## src/rtl/bomb_fuse_pkg.sv

```systemverilog
// bomb_pkg: shared states, screen/bomb geometry constants and the flame record used by bomb_fuse.
package bomb_pkg;

   typedef enum logic [1:0] {IDLE, FUSE, BLAST} fuse_state_t;

   localparam int SCREEN_X_MAX = 639;
   localparam int SCREEN_Y_MAX = 479;
   localparam int BOMB_W       = 20;
   localparam int BOMB_H       = 25;

   typedef struct packed {
      logic [9:0] hx;
      logic [9:0] hxs;
      logic [9:0] hy;
      logic [9:0] hys;
      logic [9:0] vx;
      logic [9:0] vxs;
      logic [9:0] vy;
      logic [9:0] vys;
   } flame_t;

   function automatic logic [9:0] sat(input logic signed [11:0] v, input logic signed [11:0] lim);
      return v[11] ? 10'd0 : (v > lim) ? lim[9:0] : v[9:0];
   endfunction

endpackage

```

## src/rtl/bomb_fuse_flame_clamp.sv

```systemverilog
// flame_clamp: one axis of the flame cross; centre +/- reach saturated to [0, LIMIT],
// plus the thin-arm origin (centre - THICK/2, floored at 0).
module flame_clamp
   import bomb_pkg::*;
#(
   parameter int REACH = 64,
   parameter int THICK = 16,
   parameter int LIMIT = 639
) (
   input  logic [9:0] pos,
   input  logic [9:0] half,
   output logic [9:0] org,
   output logic [9:0] ext,
   output logic [9:0] thin
);

   localparam logic signed [11:0] R   = 12'(REACH);
   localparam logic signed [11:0] T   = 12'(THICK / 2);
   localparam logic signed [11:0] LIM = 12'(LIMIT);

   logic signed [11:0] c;

   always_comb begin
      c    = $signed({2'b00, pos}) + $signed({2'b00, half});
      org  = sat(c - R, LIM);
      ext  = sat(c + R, LIM) - org;
      thin = sat(c - T, LIM);
   end

endmodule

```

## src/rtl/bomb_fuse.sv

```systemverilog
// bomb_fuse: fuse timer and cross-shaped blast generator, one tick per video frame.
// Optional sprite blink in the last quarter of the fuse when BOMB_FUSE_BLINK_EN is defined.
module bomb_fuse
   import bomb_pkg::*;
#(
   parameter int FUSE_FRAMES  = 180,
   parameter int BLAST_FRAMES = 30,
   parameter int REACH_PX     = 64,
   parameter int THICK_PX     = 16
) (
   input  logic       frame_clk,
   input  logic       Reset,
   input  logic       bomb_check,
   input  logic [9:0] bombX,
   input  logic [9:0] bombY,
   output logic       explode,
   output logic       flame_active,
   output logic [9:0] flameHX,
   output logic [9:0] flameHY,
   output logic [9:0] flameHXS,
   output logic [9:0] flameHYS,
   output logic [9:0] flameVX,
   output logic [9:0] flameVY,
   output logic [9:0] flameVXS,
   output logic [9:0] flameVYS,
   output logic       bomb_blink
);

   fuse_state_t state_q, state_d;
   logic [9:0]  count_q, count_d;
   logic [9:0]  xl_q, xl_d, yl_q, yl_d;
   logic        explode_q, explode_d;
   logic        active_q, active_d;
   flame_t      flame_q, flame_d, flame_n;
   logic [9:0]  x_org, x_ext, x_thin, y_org, y_ext, y_thin;

   flame_clamp #(.REACH(REACH_PX), .THICK(THICK_PX), .LIMIT(SCREEN_X_MAX)) u_x (
      .pos(xl_q), .half(10'(BOMB_W / 2)), .org(x_org), .ext(x_ext), .thin(x_thin)
   );

   flame_clamp #(.REACH(REACH_PX), .THICK(THICK_PX), .LIMIT(SCREEN_Y_MAX)) u_y (
      .pos(yl_q), .half(10'(BOMB_H / 2)), .org(y_org), .ext(y_ext), .thin(y_thin)
   );

   assign flame_n = '{hx: x_org, hxs: x_ext, hy: y_thin, hys: 10'(THICK_PX),
                      vx: x_thin, vxs: 10'(THICK_PX), vy: y_org, vys: y_ext};

   always_comb begin
      state_d   = state_q;
      count_d   = count_q;
      xl_d      = xl_q;
      yl_d      = yl_q;
      explode_d = 1'b0;
      active_d  = active_q;
      flame_d   = flame_q;
      unique case (state_q)
         IDLE: if (bomb_check) begin
            state_d = FUSE;
            xl_d    = bombX;
            yl_d    = bombY;
            count_d = 10'(FUSE_FRAMES - 1);
         end
         FUSE: if (!bomb_check) begin
            state_d = IDLE;
            count_d = '0;
         end else if (count_q == '0) begin
            state_d   = BLAST;
            explode_d = 1'b1;
            active_d  = 1'b1;
            flame_d   = flame_n;
            count_d   = 10'(BLAST_FRAMES - 1);
         end else begin
            count_d = count_q - 10'd1;
         end
         BLAST: if (count_q == '0) begin
            state_d  = IDLE;
            active_d = 1'b0;
            flame_d  = '0;
         end else begin
            count_d = count_q - 10'd1;
         end
         default: state_d = IDLE;
      endcase
   end

   always_ff @(posedge frame_clk) begin
      if (Reset) begin
         state_q   <= IDLE;
         count_q   <= '0;
         xl_q      <= '0;
         yl_q      <= '0;
         explode_q <= 1'b0;
         active_q  <= 1'b0;
         flame_q   <= '0;
      end else begin
         state_q   <= state_d;
         count_q   <= count_d;
         xl_q      <= xl_d;
         yl_q      <= yl_d;
         explode_q <= explode_d;
         active_q  <= active_d;
         flame_q   <= flame_d;
      end
   end

`ifdef BOMB_FUSE_BLINK_EN
   logic blink_q, blink_d;

   // Blink follows the count that will be held after this edge, so it lines up with state.
   assign blink_d = (state_d == FUSE && count_d < 10'(FUSE_FRAMES / 4)) ? count_d[3] : 1'b0;

   always_ff @(posedge frame_clk) begin
      if (Reset) blink_q <= 1'b0;
      else       blink_q <= blink_d;
   end

   assign bomb_blink = blink_q;
`else
   assign bomb_blink = 1'b0;
`endif

   assign explode      = explode_q;
   assign flame_active = active_q;
   assign flameHX      = flame_q.hx;
   assign flameHXS     = flame_q.hxs;
   assign flameHY      = flame_q.hy;
   assign flameHYS     = flame_q.hys;
   assign flameVX      = flame_q.vx;
   assign flameVXS     = flame_q.vxs;
   assign flameVY      = flame_q.vy;
   assign flameVYS     = flame_q.vys;

endmodule
```

## config.mk

```make
export PLATFORM = sky130hd
export DESIGN_NAME = bomb_fuse
export DESIGN_NICKNAME = d
export VERILOG_FILES = /design/src/rtl/bomb_fuse_pkg.sv /design/src/rtl/bomb_fuse_flame_clamp.sv /design/src/rtl/bomb_fuse.sv
export SDC_FILE = /design/constraint.sdc
export NUM_CORES = 1
export LEC_CHECK = 0
export ABC_AREA = 0
export BUFFER_PORTS_ARGS = -buffer_cell sky130_fd_sc_hd__buf_2
export CAP_MARGIN = 10
export CORE_MARGIN = 1.5
export CORE_UTILIZATION = 45
export DETAILED_ROUTE_END_ITERATION = 16
export PLACE_DENSITY = 0.67
export SYNTH_ARGS = -nofsm -noshare
export SYNTH_HDL_FRONTEND = slang
export SYNTH_SLANG_ARGS = --single-unit
```

## constraint.sdc

```tcl
create_clock -name frame_clk -period 6 [get_ports frame_clk]
set_clock_uncertainty 0.2 [all_clocks]
set_input_delay 0.9 -clock frame_clk [delete_from_list [all_inputs] [get_ports frame_clk]]
set_output_delay 0.9 -clock frame_clk [all_outputs]
set_load 0.1 [all_outputs]
```

-- Word level (Yosys, flattened, before mapping)
Cells that the tools add are included.
- $add $sub $neg: 11
- $mul: 0
- divide/modulo/power cells: 0
- $lt $le $gt $ge: 6
- equality and inequality tests: 8
- shift operators: 0
- muxes and demuxes: 31
- bitwise gates (word level): 2
- reductions and logical operators: 9
- operators by type and width (kind ; count):
    $mux W80 ; 3
    $mux W10 ; 16
    $pmux W80 S2 ; 1
    $gt A12 B10 Y1 const B ; 3
    $gt A12 B11 Y1 const B ; 3
    $pmux W10 S3 ; 1
    $add A12 B8 Y12 const B ; 2
    $sub A12 B5 Y12 const B ; 2
    $sub A12 B8 Y12 const B ; 2
    $add A10 B4 Y11 const B ; 2
    $sub A10 B10 Y10 ; 2
    $logic_not A10 Y1 ; 1
    $ne A2 B2 Y1 const B ; 5
    $sub A10 B1 Y10 const B ; 1
    $mux W2 ; 4
    $pmux W2 S3 ; 1
    $reduce_and A3 Y1 ; 2
    $mux W1 ; 4
    $reduce_and A4 Y1 ; 1
    $ne A3 B3 Y1 const B ; 1
    $reduce_bool A3 Y1 ; 1
    $reduce_or A3 Y1 ; 1
    $eq A2 B1 Y1 const B ; 1
    $eq A2 B2 Y1 const B ; 1
    5 further kinds ; 6
- register bits: 114
- bits in latches: 0
- memory bits (writable): 0
- bits in read-only memories: 0
- input bits: 23
- output and inout port bits: 83
- word-level logic and storage cells: 81
- memories: 0

-- Depth between registers and ports, before layout
- depth in word-level cells: 9
- mapped depth: 21

-- By module
A second synthesis with hierarchy kept.
- cell total of the unflattened synthesis: 904
- area, all modules: 7759.9 sq um
- by module, submodules not included (module ; instances ; cells an instance ; area each (sq um) ; sequential area each (sq um)):
    bomb_fuse ; 1 ; 416 ; 4266.6 ; 1881.8
    flame_clamp at u_x ; 1 ; 247 ; 1751.7 ; 0.0
    flame_clamp at u_y ; 1 ; 241 ; 1741.7 ; 0.0

-- Least setup slack after synthesis
Ideal clock, no wire load.
- path type: register -> register
- start point: register yl_q[2]
- end point: register flame_q (netlist bit flameVYS[8])
- setup time: 0.119 ns
- data arrival time: 4.164 ns
- setup slack: 1.517 ns
- stages on the path, launching flop included: 20
- buffers on the path: 1
- period minus slack after synthesis: 4.483 ns
- cells stage by stage: dfxtp_1 clkbuf_1 inv_1 ha_1 and4b_1 nand2_1 xnor2_1 o31ai_1 a211oi_2 and2_1 ha_1 inv_1 fa_1 a21o_1 a21oi_1 o21bai_1 a21o_1 a21oi_1 mux2i_1 nand2_1
- word-level cells in the longest chain between the ends: 9
- elaborated cells between the ends (all ways): 13
- RTL lines (element ; line ; source):
    start, declared ; bomb_fuse.sv:31 ; logic [9:0] xl_q, xl_d, yl_q, yl_d;
    start signal, assigned ; bomb_fuse.sv:99 ; yl_q <= yl_d;
    $add A10 B4 Y11 * ; bomb_fuse_flame_clamp.sv:24 ; c = $signed({2'b00, pos}) + $signed({2'b00, half});
    $add A12 B8 Y12 or $sub A12 B8 Y12 (tied branches) ; bomb_fuse_flame_clamp.sv:26, bomb_fuse_flame_clamp.sv:25 ;
    $gt A12 B10 Y1 ; bomb_fuse_pkg.sv:23 ; return v[11] ? 10'd0 : (v > lim) ? lim[9:0] : v[9:0];
    $mux W10 (2 in series) ; bomb_fuse_pkg.sv:23 ;
    $sub A10 B10 Y10 * ; bomb_fuse_flame_clamp.sv:26 ; ext = sat(c + R, LIM) - org;
    $mux W80 * ; bomb_fuse.sv:66 ; end else if (count_q == '0) begin
    $mux W80 * ; bomb_fuse.sv:63 ; FUSE: if (!bomb_check) begin
    $pmux W80 S2 * ; bomb_fuse.sv:56 ; unique case (state_q)
    end signal, assigned ; bomb_fuse.sv:102 ; flame_q <= flame_d;
    end, declared ; bomb_fuse.sv:34 ; flame_t flame_q, flame_d, flame_n;
Every way passes the cells marked *; elsewhere a longest branch is shown, timed or not. The select of a mux whose other input is x is not followed.
A chain may end at the register's enable or synchronous reset.

-- Final worst setup path
- start point: register yl_q[2]
- end point: register flame_q (netlist bit flameVYS[9])
The elaborated chain is that of the path after synthesis.

==> run metrics <==
Setup WS pre-CTS 0.767 ns; main combinational cell family by area after synthesis compound AO/OA/AOI/OAI gates; post-synth top area share 32.7%; Synth Cell Area 5760 um^2; most frequent cells in the layout nand2_1, dfxtp_1, buf_2, a21oi_1, o21ai_0; die height 116 um; Cells after DPL about 970; synth top area cells dfxtp_1, nand2_1, ha_1; clk slew on worst S/H paths 0.06 ns; CTS tree built; Via Count 5462; GR met3 Demand/Resource under 10%; fin crit period ~5.4 ns; Final ANT Viol Nets 0; NumNets Final 859; Synth area leader dfxtp_1; simple-gate portion of the synthesized area around 22%; ANT cells 0; Setup crit start kind flip-flop; Hold Path Class flip-flop to flip-flop; Post-synth EDFFs 0; FMAX 186 MHz; worst-path maximum fanout 11; post-synthesis mux area share 1.06%; largest net degree at the start of global routing 57; Async SR Flop Fraction 0%; Cells after Synth ~740; Lkg Pwr 2.83 nW; status completed; setup slack after layout 0.628 ns; share of cells above drive strength 1 15.0%; number of global-route vias before repair around 5000; GRT Overall Usage about a quarter; slowest CP cell xnor2_1; DP HPWL 11.5 mm; drt first pass iters 5; Synth Area in Adders 7.21%; sequential-to-total area share from yosys stat 32.7%; DR WL/cell 15.7 um; most common cell after layout, fill and taps aside nand2_1; total negative slack 0 ns; DIE AREA 13500 um^2; first-pass GRT wire length 24.8 mm; initial antenna violation count 0; filler cell count 1267; worst slew pin tran 0.842 ns; Root Driver clkbuf_16; fin. max-slew vios 0; post-synthesis cell type count between 60 and 70; die width 116 um; clock sinks 94; Starting Density 45.8%; hold path depth 2; Fin. Hold Viols 0; H-tree lvl count 3; RePlAce Congestion 0.892; FP Rows 41; Post-DP Area roughly 6200 um^2; Bufs on Longest Clock Path 2; VDD IR-drop max about 0.12 mV; relative slew slack 43.8%; P per Cell Area 290 nW/um^2; Power, Total 1.90 mW; IO Pins 106; drt via density ~5.6; CP required 6.10 ns; Most Crowded Layer GR met2; crit end category flip-flop; YS warnings 0; Worst EP arrival 5.47 ns; Non-Filler Instances ~980; Num CTS Buffers 9; met2 Resource Use GR approximately 36%; DRC Markers 0; GR met1 Demand/Resource 33.2%; CTS resizes 0; post-synthesis register bit count 94; max incr delay on CP about 0.56 ns; top_reg_cell synth dfxtp_1; final setup vio count 0; area grow syn2layout 13.5%; RSZ-0062 raised after global routing no; setup bufs post-CTS 0; syn_area_per_cell 7.83 um^2; hold_buf cts 0; most used cell, CP ha_1; Worst-Skew Late Latency roughly 0.36 ns; crit path kind flip-flop to flip-flop; I/O Buffers 86; routed wire length between 15 and 20 mm; CORE AREA 12600 um^2; Compound-Gate Fraction of Synth Area 24.3%; max-cap viol count 0; post-synthesis xor/xnor area fraction 5.32%; critical path, cell by cell inv_1 -> ha_1 -> nand3b_1 -> xnor2_1 -> inv_1 -> ha_1 -> a211oi_1 -> mux2i_1 -> o22ai_1 -> nand2b_1 -> nand2_1 -> ha_1 -> nor2b_1 -> o21ai_0 -> a21boi_0 -> o21a_1 -> o41a_1 -> a2111o_1 -> nand2_1; GRT overflow 0; Tcrit/Tclk final 89.5%; reg2reg path depth 19; design area 6540 um^2; Initial DRC Count 298
[synthesized netlist by cell type (3+ instances only)]
| cell type | count |
|---|---|
| a2bb2oi_1 | 3 |
| a22oi_1 | 21 |
| nand3b_1 | 4 |
| o211ai_1 | 7 |
| nor2_1 | 50 |
| nand2_1 | 121 |
| and2_1 | 13 |
| a221o_1 | 7 |
| clkbuf_1 | 26 |
| nor4_1 | 3 |
| nand3_1 | 11 |
| nand2b_1 | 13 |
| o21ai_0 | 53 |
| a21boi_0 | 4 |
| nand4_1 | 5 |
| a31oi_1 | 6 |
| mux2i_1 | 5 |
| buf_4 | 22 |
| nor3_1 | 17 |
| a211oi_1 | 7 |
| a21o_1 | 11 |
| o21a_1 | 3 |
| o31ai_1 | 3 |
| and3_1 | 3 |
| xnor2_1 | 20 |
| nor3b_1 | 6 |
| ha_1 | 30 |
| o41ai_1 | 4 |
| buf_2 | 6 |
| nor2b_1 | 5 |
| inv_1 | 26 |
| a21oi_1 | 65 |
| or3_1 | 6 |
| xor2_1 | 15 |
| dfxtp_1 | 94 |
[stage by stage]
| stage | hold slack [ns] | util (%) |
|---|---|---|
| global route | 0.268 | 52.0 |
| detailed placement | 0.236 | 49.6 |
| floorplan | 0.262 | - |
| finish | 0.247 | 52.0 |
| CTS | 0.251 | 52.0 |
| global placement | 0.230 | 49.6 |
[per-layer routing]
metal  routed length [um]  vias up
met5                    0        -
met4                  296        0
met3                  941       20
met2                 6780      183
met1                 7390     2552
li1                     -     2707
[critical path, delay by kind of cell, from the launching register on]
family | cells | cell delay [ns]
mux | 1 | 0.13
flops | 1 | 0.54
buf+inv | 2 | 0.30
xor+xnor | 1 | 0.56
simple gates | 5 | 0.67
compound gates | 7 | 2.09
fa+ha+maj | 3 | 0.83
[sequential cells by signal, summed over array words and instances, names as in the netlist]
| register | cells |
|---|---|
| flameHXS | 10 |
| flameVYS | 10 |
| xl_q | 10 |
| yl_q | 10 |
| flameHYS | 1 |
| flameHX | 10 |
| state_q | 2 |
| flameHY | 10 |
| count_q | 10 |
| explode | 1 |
| flameVY | 10 |
| flameVX | 10 |
[where the power goes]
group	leakage [nW]	internal, mW	switching [mW]
logic	1.92	0.202	0.427
registers	0.763	0.649	0.0325
clock network	0.146	0.345	0.242
[layout make-up]
cell class	count	area (um^2)	area share [%]
Tap cell	172	215	3.29
Clock inverter	3	42.5	0.651
Multi-Input combinational cell	578	3540	54.2
Timing Repair Buffer	95	498	7.62
Inverter	26	97.6	1.49
Clock buffer	13	260	3.98
Sequential cell	94	1880	28.8
[worst paths after layout]
check | start | end | slack (ns)
min reg2reg | flameVX[8]$_SDFFE_PP0P_ | flameVX[8]$_SDFFE_PP0P_ | 0.25
min | flameVX[8]$_SDFFE_PP0P_ | flameVX[8]$_SDFFE_PP0P_ | 0.25
max | yl_q[2]$_SDFFE_PP0P_ | flameVYS[9]$_SDFFE_PP0P_ | 0.63
max reg2reg | yl_q[2]$_SDFFE_PP0P_ | flameVYS[9]$_SDFFE_PP0P_ | 0.63
[cells by family (layout without fill, tap and decap cells)]
kind of cell / count (synthesis) / after routing
multiplexers: 6 / 6
buffers and inverters: 82 / 137
adder cells (fa/ha/maj): 32 / 32
AO/OA/AOI/OAI: 217 / 217
XOR/XNOR: 35 / 35
other: 1 / 19
flip-flops: 94 / 94
AND/OR/NAND/NOR: 269 / 269
No activity file was read; power rests on OpenSTA's default activity.
